**src/rtl/fetch_pcselect_if.sv**
```systemverilog
// ============================================================================
// Module   : fetch_pcselect_if
// Brief    : Single-outstanding instruction-memory request/response handshake
// Revision : 1.0
// ============================================================================
`default_nettype none

interface fetch_pcselect_if;
    logic        ireq;
    logic [31:0] iaddr;
    logic        iaddr_ok;
    logic        idata_ok;
    logic [31:0] idata;

    modport master (
        output ireq,
        output iaddr,
        input  iaddr_ok,
        input  idata_ok,
        input  idata
    );

    modport slave (
        input  ireq,
        input  iaddr,
        output iaddr_ok,
        output idata_ok,
        output idata
    );
endinterface

`default_nettype wire

```
**src/rtl/fetch_pcselect.sv**
```systemverilog
// ============================================================================
// Module   : fetch_pcselect
// Brief    : IF-stage PC select and instruction fetch with MIPS delay slots.
//            Optional FETCH_ADEL_CHECK_EN adds misaligned-PC detection (f_adel).
// Revision : 1.0
// ============================================================================
`default_nettype none

module fetch_pcselect #(
    parameter logic [31:0] RESET_PC = 32'hBFC0_0000
) (
    input  wire logic        clk,
    input  wire logic        reset,
    input  wire logic        branch_taken,
    input  wire logic        is_jump,
    input  wire logic        is_jr,
    input  wire logic [31:0] pcbranch,
    input  wire logic [31:0] pcjump,
    input  wire logic [31:0] pcjr,
    input  wire logic        exc_valid,
    input  wire logic [31:0] exc_pc,
    input  wire logic        stallF,
    fetch_pcselect_if.master imem,
    output logic             f_valid,
    output logic [31:0]      f_instr,
    output logic [31:0]      f_pc,
    output logic [31:0]      f_pcplus4,
    output logic             fetch_busy
`ifdef FETCH_ADEL_CHECK_EN
    ,
    output logic             f_adel
`endif
);

    typedef enum logic [1:0] {
        S_REQ   = 2'd0,
        S_WAIT  = 2'd1,
        S_HOLD  = 2'd2,
        S_DRAIN = 2'd3
    } state_t;

    state_t      r_state;
    logic [31:0] r_pc;
    logic        r_redir_valid;
    logic [31:0] r_redir_pc;
    logic        r_f_valid;
    logic [31:0] r_f_instr;
    logic [31:0] r_f_pc;
    logic [31:0] r_f_pcplus4;
    logic        r_f_adel;

    state_t      w_state_nxt;
    logic [31:0] w_pc_nxt;
    logic        w_redir_valid_nxt;
    logic [31:0] w_redir_pc_nxt;
    logic        w_f_valid_nxt;
    logic        w_f_adel_nxt;
    logic        w_cap;
    logic [31:0] w_cap_instr;

    logic        w_misalign;
    logic        w_req;
    logic        w_acc;
    logic        w_redir_any;
    logic [31:0] w_redir_tgt;
    logic [31:0] w_pc_plus4;

`ifdef FETCH_ADEL_CHECK_EN
    assign w_misalign = |r_pc[1:0];
`else
    assign w_misalign = 1'b0;
`endif

    assign w_pc_plus4 = r_pc + 32'd4;
    assign w_req      = (r_state == S_REQ) && !w_misalign;
    assign w_acc      = w_req && imem.iaddr_ok;

    assign imem.ireq  = w_req && !reset;
    assign imem.iaddr = r_pc;

    assign w_redir_any = is_jr || is_jump || branch_taken;
    assign w_redir_tgt = is_jr   ? pcjr   :
                         is_jump ? pcjump : pcbranch;

    always_comb begin
        w_state_nxt       = r_state;
        w_pc_nxt          = r_pc;
        w_redir_valid_nxt = r_redir_valid;
        w_redir_pc_nxt    = r_redir_pc;
        w_f_valid_nxt     = r_f_valid;
        w_f_adel_nxt      = r_f_adel;
        w_cap             = 1'b0;
        w_cap_instr       = imem.idata;

        if (exc_valid) begin
            w_pc_nxt          = exc_pc;
            w_redir_valid_nxt = 1'b0;
            w_f_valid_nxt     = 1'b0;
            w_f_adel_nxt      = 1'b0;
            // An accepted request still owes us one data beat; drain it first.
            case (r_state)
                S_REQ:   w_state_nxt = (w_acc && !imem.idata_ok) ? S_DRAIN : S_REQ;
                S_WAIT:  w_state_nxt = imem.idata_ok ? S_REQ : S_DRAIN;
                S_HOLD:  w_state_nxt = S_REQ;
                S_DRAIN: w_state_nxt = imem.idata_ok ? S_REQ : S_DRAIN;
                default: w_state_nxt = S_REQ;
            endcase
        end else begin
            if (w_redir_any) begin
                w_redir_valid_nxt = 1'b1;
                w_redir_pc_nxt    = w_redir_tgt;
            end
            case (r_state)
                S_REQ: begin
                    if (w_misalign) begin
                        w_state_nxt   = S_HOLD;
                        w_cap         = 1'b1;
                        w_cap_instr   = 32'd0;
                        w_f_valid_nxt = 1'b1;
                        w_f_adel_nxt  = 1'b1;
                    end else if (w_acc && imem.idata_ok) begin
                        w_state_nxt   = S_HOLD;
                        w_cap         = 1'b1;
                        w_f_valid_nxt = 1'b1;
                    end else if (w_acc) begin
                        w_state_nxt   = S_WAIT;
                    end
                end
                S_WAIT: begin
                    if (imem.idata_ok) begin
                        w_state_nxt   = S_HOLD;
                        w_cap         = 1'b1;
                        w_f_valid_nxt = 1'b1;
                    end
                end
                S_HOLD: begin
                    // The held instruction is the delay slot; redirects only steer the next PC.
                    if (!stallF) begin
                        w_state_nxt       = S_REQ;
                        w_f_valid_nxt     = 1'b0;
                        w_f_adel_nxt      = 1'b0;
                        w_redir_valid_nxt = 1'b0;
                        w_pc_nxt          = w_redir_any   ? w_redir_tgt :
                                            r_redir_valid ? r_redir_pc  : w_pc_plus4;
                    end
                end
                S_DRAIN: begin
                    if (imem.idata_ok) begin
                        w_state_nxt = S_REQ;
                    end
                end
                default: w_state_nxt = S_REQ;
            endcase
        end
    end

    always_ff @(posedge clk) begin
        if (reset) begin
            r_state       <= S_REQ;
            r_pc          <= RESET_PC;
            r_redir_valid <= 1'b0;
            r_redir_pc    <= 32'd0;
            r_f_valid     <= 1'b0;
            r_f_instr     <= 32'd0;
            r_f_pc        <= 32'd0;
            r_f_pcplus4   <= 32'd0;
            r_f_adel      <= 1'b0;
        end else begin
            r_state       <= w_state_nxt;
            r_pc          <= w_pc_nxt;
            r_redir_valid <= w_redir_valid_nxt;
            r_redir_pc    <= w_redir_pc_nxt;
            r_f_valid     <= w_f_valid_nxt;
            r_f_adel      <= w_f_adel_nxt;
            if (w_cap) begin
                r_f_instr   <= w_cap_instr;
                r_f_pc      <= r_pc;
                r_f_pcplus4 <= w_pc_plus4;
            end
        end
    end

    assign f_valid    = r_f_valid;
    assign f_instr    = r_f_instr;
    assign f_pc       = r_f_pc;
    assign f_pcplus4  = r_f_pcplus4;
    assign fetch_busy = !r_f_valid;

`ifdef FETCH_ADEL_CHECK_EN
    assign f_adel = r_f_adel;
`endif

endmodule

`default_nettype wire

```
**src/flat_wrapper.sv**
```systemverilog
// flat-port wrapper written by rule: the top's interface ports become plain ports
module fetch_pcselect_flat 
#(
    parameter logic [31:0] RESET_PC = 32'hBFC0_0000
)
  (clk, reset, branch_taken, is_jump, is_jr, pcbranch, pcjump, pcjr, exc_valid, exc_pc, stallF, f_valid, f_instr, f_pc, f_pcplus4, fetch_busy, imem_ireq, imem_iaddr, imem_iaddr_ok, imem_idata_ok, imem_idata);
  fetch_pcselect_if imem_i ();
  input  wire logic clk;
  input  wire logic reset;
  input  wire logic branch_taken;
  input  wire logic is_jump;
  input  wire logic is_jr;
  input  wire logic [31:0] pcbranch;
  input  wire logic [31:0] pcjump;
  input  wire logic [31:0] pcjr;
  input  wire logic exc_valid;
  input  wire logic [31:0] exc_pc;
  input  wire logic stallF;
  output logic f_valid;
  output logic [31:0] f_instr;
  output logic [31:0] f_pc;
  output logic [31:0] f_pcplus4;
  output logic fetch_busy;
  output wire logic [$bits(imem_i.ireq)-1:0] imem_ireq;
  output wire logic [$bits(imem_i.iaddr)-1:0] imem_iaddr;
  input wire logic [$bits(imem_i.iaddr_ok)-1:0] imem_iaddr_ok;
  input wire logic [$bits(imem_i.idata_ok)-1:0] imem_idata_ok;
  input wire logic [$bits(imem_i.idata)-1:0] imem_idata;
  assign imem_ireq = imem_i.ireq;
  assign imem_iaddr = imem_i.iaddr;
  assign imem_i.iaddr_ok = imem_iaddr_ok;
  assign imem_i.idata_ok = imem_idata_ok;
  assign imem_i.idata = imem_idata;
  fetch_pcselect #(.RESET_PC(RESET_PC)) u_core (.clk(clk), .reset(reset), .branch_taken(branch_taken), .is_jump(is_jump), .is_jr(is_jr), .pcbranch(pcbranch), .pcjump(pcjump), .pcjr(pcjr), .exc_valid(exc_valid), .exc_pc(exc_pc), .stallF(stallF), .imem(imem_i), .f_valid(f_valid), .f_instr(f_instr), .f_pc(f_pc), .f_pcplus4(f_pcplus4), .fetch_busy(fetch_busy));
endmodule
```
**config.mk**
```make
export PLATFORM = sky130hd
export DESIGN_NAME = fetch_pcselect_flat
export DESIGN_NICKNAME = d
export VERILOG_FILES = /design/src/rtl/fetch_pcselect_if.sv /design/src/rtl/fetch_pcselect.sv /design/src/flat_wrapper.sv
export SDC_FILE = /design/constraint.sdc
export NUM_CORES = 1
export LEC_CHECK = 0
export CELL_PAD_IN_SITES_DETAIL_PLACEMENT = 1
export CELL_PAD_IN_SITES_GLOBAL_PLACEMENT = 2
export CORE_MARGIN = 2
export CORE_UTILIZATION = 22
export DETAILED_ROUTE_END_ITERATION = 8
export PLACE_DENSITY_LB_ADDON = 0.1
export SETUP_SLACK_MARGIN = 0.1
export SLEW_MARGIN = 5
export SYNTH_ARGS = -nofsm -noshare
export SYNTH_HDL_FRONTEND = slang
export SYNTH_SLANG_ARGS = --single-unit
```
**constraint.sdc**
```tcl
create_clock -name clk -period 1.7 [get_ports clk]
set_input_delay 0.17 -clock clk [delete_from_list [all_inputs] [get_ports clk]]
set_output_delay 0.17 -clock clk [all_outputs]
set_load 0.05 [all_outputs]
```
==> flow_metrics.tcl, run 1 <==
set metrics [dict create \
    status "finished with violations" \
    violations "setup timing" \
    synth_enable_flop_cells 0 \
    p_per_area_mw_per_mm2 758.4 \
    fmax_ghz 0.5597 \
    slew_headroom_pct 61.46 \
    power_leakage_uw 0.006371 \
    worstPathRequired_ns 2.06 \
    place.port_buffers 299 \
    irDropWorstVdd_uv 732.4 \
    num_rows 69 \
    worst_slew_pin_slew_ns 0.5781 \
    fin_crit_ns 1.787 \
    finalMaxSlewViolations 0 \
    seq_area_frac_synth_pct 40.87 \
    yosys_warnings 0 \
    h-tree-depth 4 \
    finalSetupViolCount 12 \
    drive_above_1_share_pct 43.79 \
    grt_max_degree 84 \
    routed_wl_um 41850 \
    maxCapViolCount 0 \
    io_pins 300 \
    clock_sinks 162 \
    fin_area_sq_mm 0.01543 \
    vias_per_cell 4.808 \
    synth_seq_cells 162 \
    finish.net_count 1646 \
    syn_nets 1189 \
    area_delta_synth_final_pct 94.40 \
    fp.dieH_um 193.9 \
    hold_violations 0 \
    worstPathArrival_ns 2.15 \
    die_area_sq_mm 0.03760 \
    cts_made_buffers 17 \
    cp-end-kind "flop" \
    rrSetupSlack_ns -0.09 \
    gr-total-overflow 0 \
    grt_pass1_wl_um 58850 \
    clk_latency_ns 0.45 \
    rsz0062_at_grt "yes" \
    grt_usage_pct 20.42 \
    post-dp-hpwl_um 29700 \
    fin_crit_sh_pct 105.1 \
    initial_core_util_pct 22.31 \
    vias 9381 \
    hold_depth 3 \
    synth.distinct_cells 59 \
    ff2ff_path_depth 7 \
    syn_area_sq_mm 0.007935 \
    drt_iter0_markers 418 \
    r2r_start "u_core.imem.iaddr[3]" \
    postPlaceCellArea_sq_mm 0.01248 \
    netlist_instances 1019 \
    r2r_end "u_core.f_pcplus4[28]" \
    synth_flop_cell "dfxtp_1" \
    layout_setup_ws_ns -0.08666 \
    final.setup_skew_ns 0.01745 \
    post_drt_wl_per_cell_um 21.45 \
    postSynthAreaPerCell_sq_um 7.787 \
    holdPathEnd "u_core.f_instr[28]" \
    clockBufferDepth 2 \
    synth_async_sr_flop_share_pct 0 \
    min_path_type "input pin to flop" \
    crit_start "u_core.imem.iaddr[3]" \
    utilization_pct 43.37 \
    crit_type "flop to flop" \
    core_sq_mm 0.03557 \
    grt_pass1_vias 9364 \
    cp-start-kind "flop" \
    hp-start "imem_idata[28]" \
    fillers 4089 \
    tritoncts "done" \
    clkSlewWorstSetupHoldPaths_ns 0.08 \
    die_x_um 193.9 \
    postRouteAntennaNets 0 \
    gp_congestion 0.8271 \
    cts_root_buffer "clkbuf_16" \
    drc_errors 0 \
    dr.pass1.iters 5 \
    antenna_found_initial 1 \
    cp_max_fo 5 \
]
-- worst max path at each step --
stage | slack [ns] | cells past startpoint | to
floorplan | -0.03 | 8 | u_core.f_pcplus4[31]
global placement | -0.45 | 8 | u_core.imem.iaddr[1]
detailed placement | -0.44 | 8 | u_core.imem.iaddr[1]
CTS | -0.08 | 7 | u_core.f_pcplus4[28]
global route | -0.15 | 7 | u_core.f_pcplus4[28]
finish | -0.09 | 7 | u_core.f_pcplus4[28]
-- synthesized netlist by cell type, types with 10 or more instances --
cell / number / area (sq um)
inv_1: 23 / 86.33
nor2_1: 66 / 247.7
xnor2_1: 12 / 105.1
o21ai_0: 30 / 150.1
dfxtp_1: 162 / 3243
and3_1: 16 / 100.1
nor3_1: 28 / 140.1
a21oi_1: 131 / 655.6
o2111ai_1: 11 / 96.34
nand3_1: 19 / 95.09
xor2_1: 10 / 87.58
o211ai_1: 17 / 127.6
nand2_1: 219 / 822.0
clkbuf_1: 52 / 195.2
mux2i_1: 23 / 230.2
a221oi_1: 11 / 96.34
nand2b_1: 10 / 62.56
a211oi_1: 22 / 165.2
buf_2: 25 / 125.1
nand4_1: 15 / 93.84
-- sequential cells by signal, indices dropped and copies added (netlist names) --
register / flops
u_core.r_redir_valid: 1
u_core.f_pc: 30
u_core.f_pcplus4: 32
u_core.r_state: 2
u_core.f_valid: 1
u_core.r_redir_pc: 32
u_core.imem.iaddr: 32
u_core.f_instr: 32
-- metal layers --
layer | up-vias | track usage [%] | part of all wire, %
met5 | - | 0 | 0
met4 | 0 | 4.798 | 1.1
met3 | 29 | 3.653 | 3.8
met2 | 227 | 32.53 | 48
met1 | 4594 | 28.63 | 47
li1 | 4531 | - | -
-- cell type report --
cell class | instances | area (sq um) | share of cell area [%]
Clock inverter | 13 | 102.6 | 0.6651
Timing Repair Buffer | 530 | 5176 | 33.56
Tap cell | 461 | 576.8 | 3.739
Sequential cell | 162 | 3327 | 21.57
Inverter | 23 | 86.33 | 0.5597
Multi-Input combinational cell | 742 | 5712 | 37.03
Clock buffer | 19 | 442.9 | 2.871
Antenna cell | 1 | 2.502 | 0.01622
-- repair_timing --
action / 4_1_cts / 5_1_grt
hold buffers: 1 / 0
buffers inserted: 23 / 28
hold endpoints to repair: 1 / 0
gates cloned: 6 / 11
pin swaps: 86 / 164
setup endpoints to repair: 160 / 125
resized for setup: 170 / 279
-- per-stage QoR --
stage / power [uW] / instances / hold WS, ns / TNS (ns) / worst slack (ns)
after floorplan: 5859 / 1019 / 0.3060 / -0.08082 / -0.03219
after global placement: 7339 / 1850 / 0.4418 / -21.17 / -0.4474
after detailed placement: 7363 / 1850 / 0.4473 / -24.98 / -0.4405
after CTS: 11390 / 1912 / 0.2489 / -0.5354 / -0.07957
after global routing: 12210 / 1950 / 0.2719 / -1.891 / -0.1454
final: 11700 / 1951 / 0.2764 / -0.4571 / -0.08666
-- critical path, stage by stage (launching register included) --
cell and delay [ns]:
dfxtp_4 0.40, ha_4 0.18, and3_4 0.19, buf_6 0.12, and3_4 0.20, nand4_1 0.19
xnor2_1 0.21, a211oi_1 0.19
-- placed cells by master (no fill, tap or decap), types with 6 or more instances in the layout --
cell / n
nand2_4: 72
nor3_2: 10
a211oi_1: 12
and4_1: 6
nand2b_1: 9
a21oi_2: 67
buf_4: 249
o2111ai_1: 9
buf_16: 8
a31oi_1: 7
o21ai_0: 19
nor2_1: 47
nand3_1: 10
nand2_1: 137
nand4_1: 15
nor2_2: 10
a21oi_1: 64
o21ai_2: 6
xor2_1: 8
nor3_1: 15
buf_12: 21
mux2i_1: 23
inv_1: 22
nand2_2: 10
mux2_2: 8
dfxtp_1: 133
buf_6: 30
dfxtp_2: 10
nor2_4: 9
o211ai_1: 17
clkbuf_16: 26
and3_1: 12
buf_8: 6
dlygate4sd2_1: 41
dfxtp_4: 19
a211oi_2: 10
clkdlybuf4s50_1: 162
-- report_power, final --
part	switching (uW)	total, uW	internal (uW)
Combinational	2030	3650	1620
Clock	1840	3770	1930
Sequential	240	4280	4040
Total	4100	11700	7600
-- logic make-up (layout without fill, tap and decap cells) --
family	count (synthesis)	in the layout	synth area share [%]
AO/OA/AOI/OAI	281	281	22.64
XOR/XNOR	22	22	2.428
adder cells (fa/ha/maj)	1	1	0.1577
buffers and inverters	115	585	6.591
flip-flops	162	162	40.87
multiplexers	31	31	4.037
other	0	1	0
AND/OR/NAND/NOR	407	407	23.27
Note: power is estimated with default switching activity, not from simulation.
==> run 2: changes to the inputs <==
--- a/config.mk
+++ b/config.mk
@@ -9,6 +9,7 @@
 export CELL_PAD_IN_SITES_GLOBAL_PLACEMENT = 2
 export CORE_MARGIN = 2
 export CORE_UTILIZATION = 22
+export CTS_CLUSTER_SIZE = 16
 export DETAILED_ROUTE_END_ITERATION = 8
 export PLACE_DENSITY_LB_ADDON = 0.1
 export SETUP_SLACK_MARGIN = 0.1
==> results of run 2 <==
The final DEF is identical to that of run 1; final timing and power are the same.
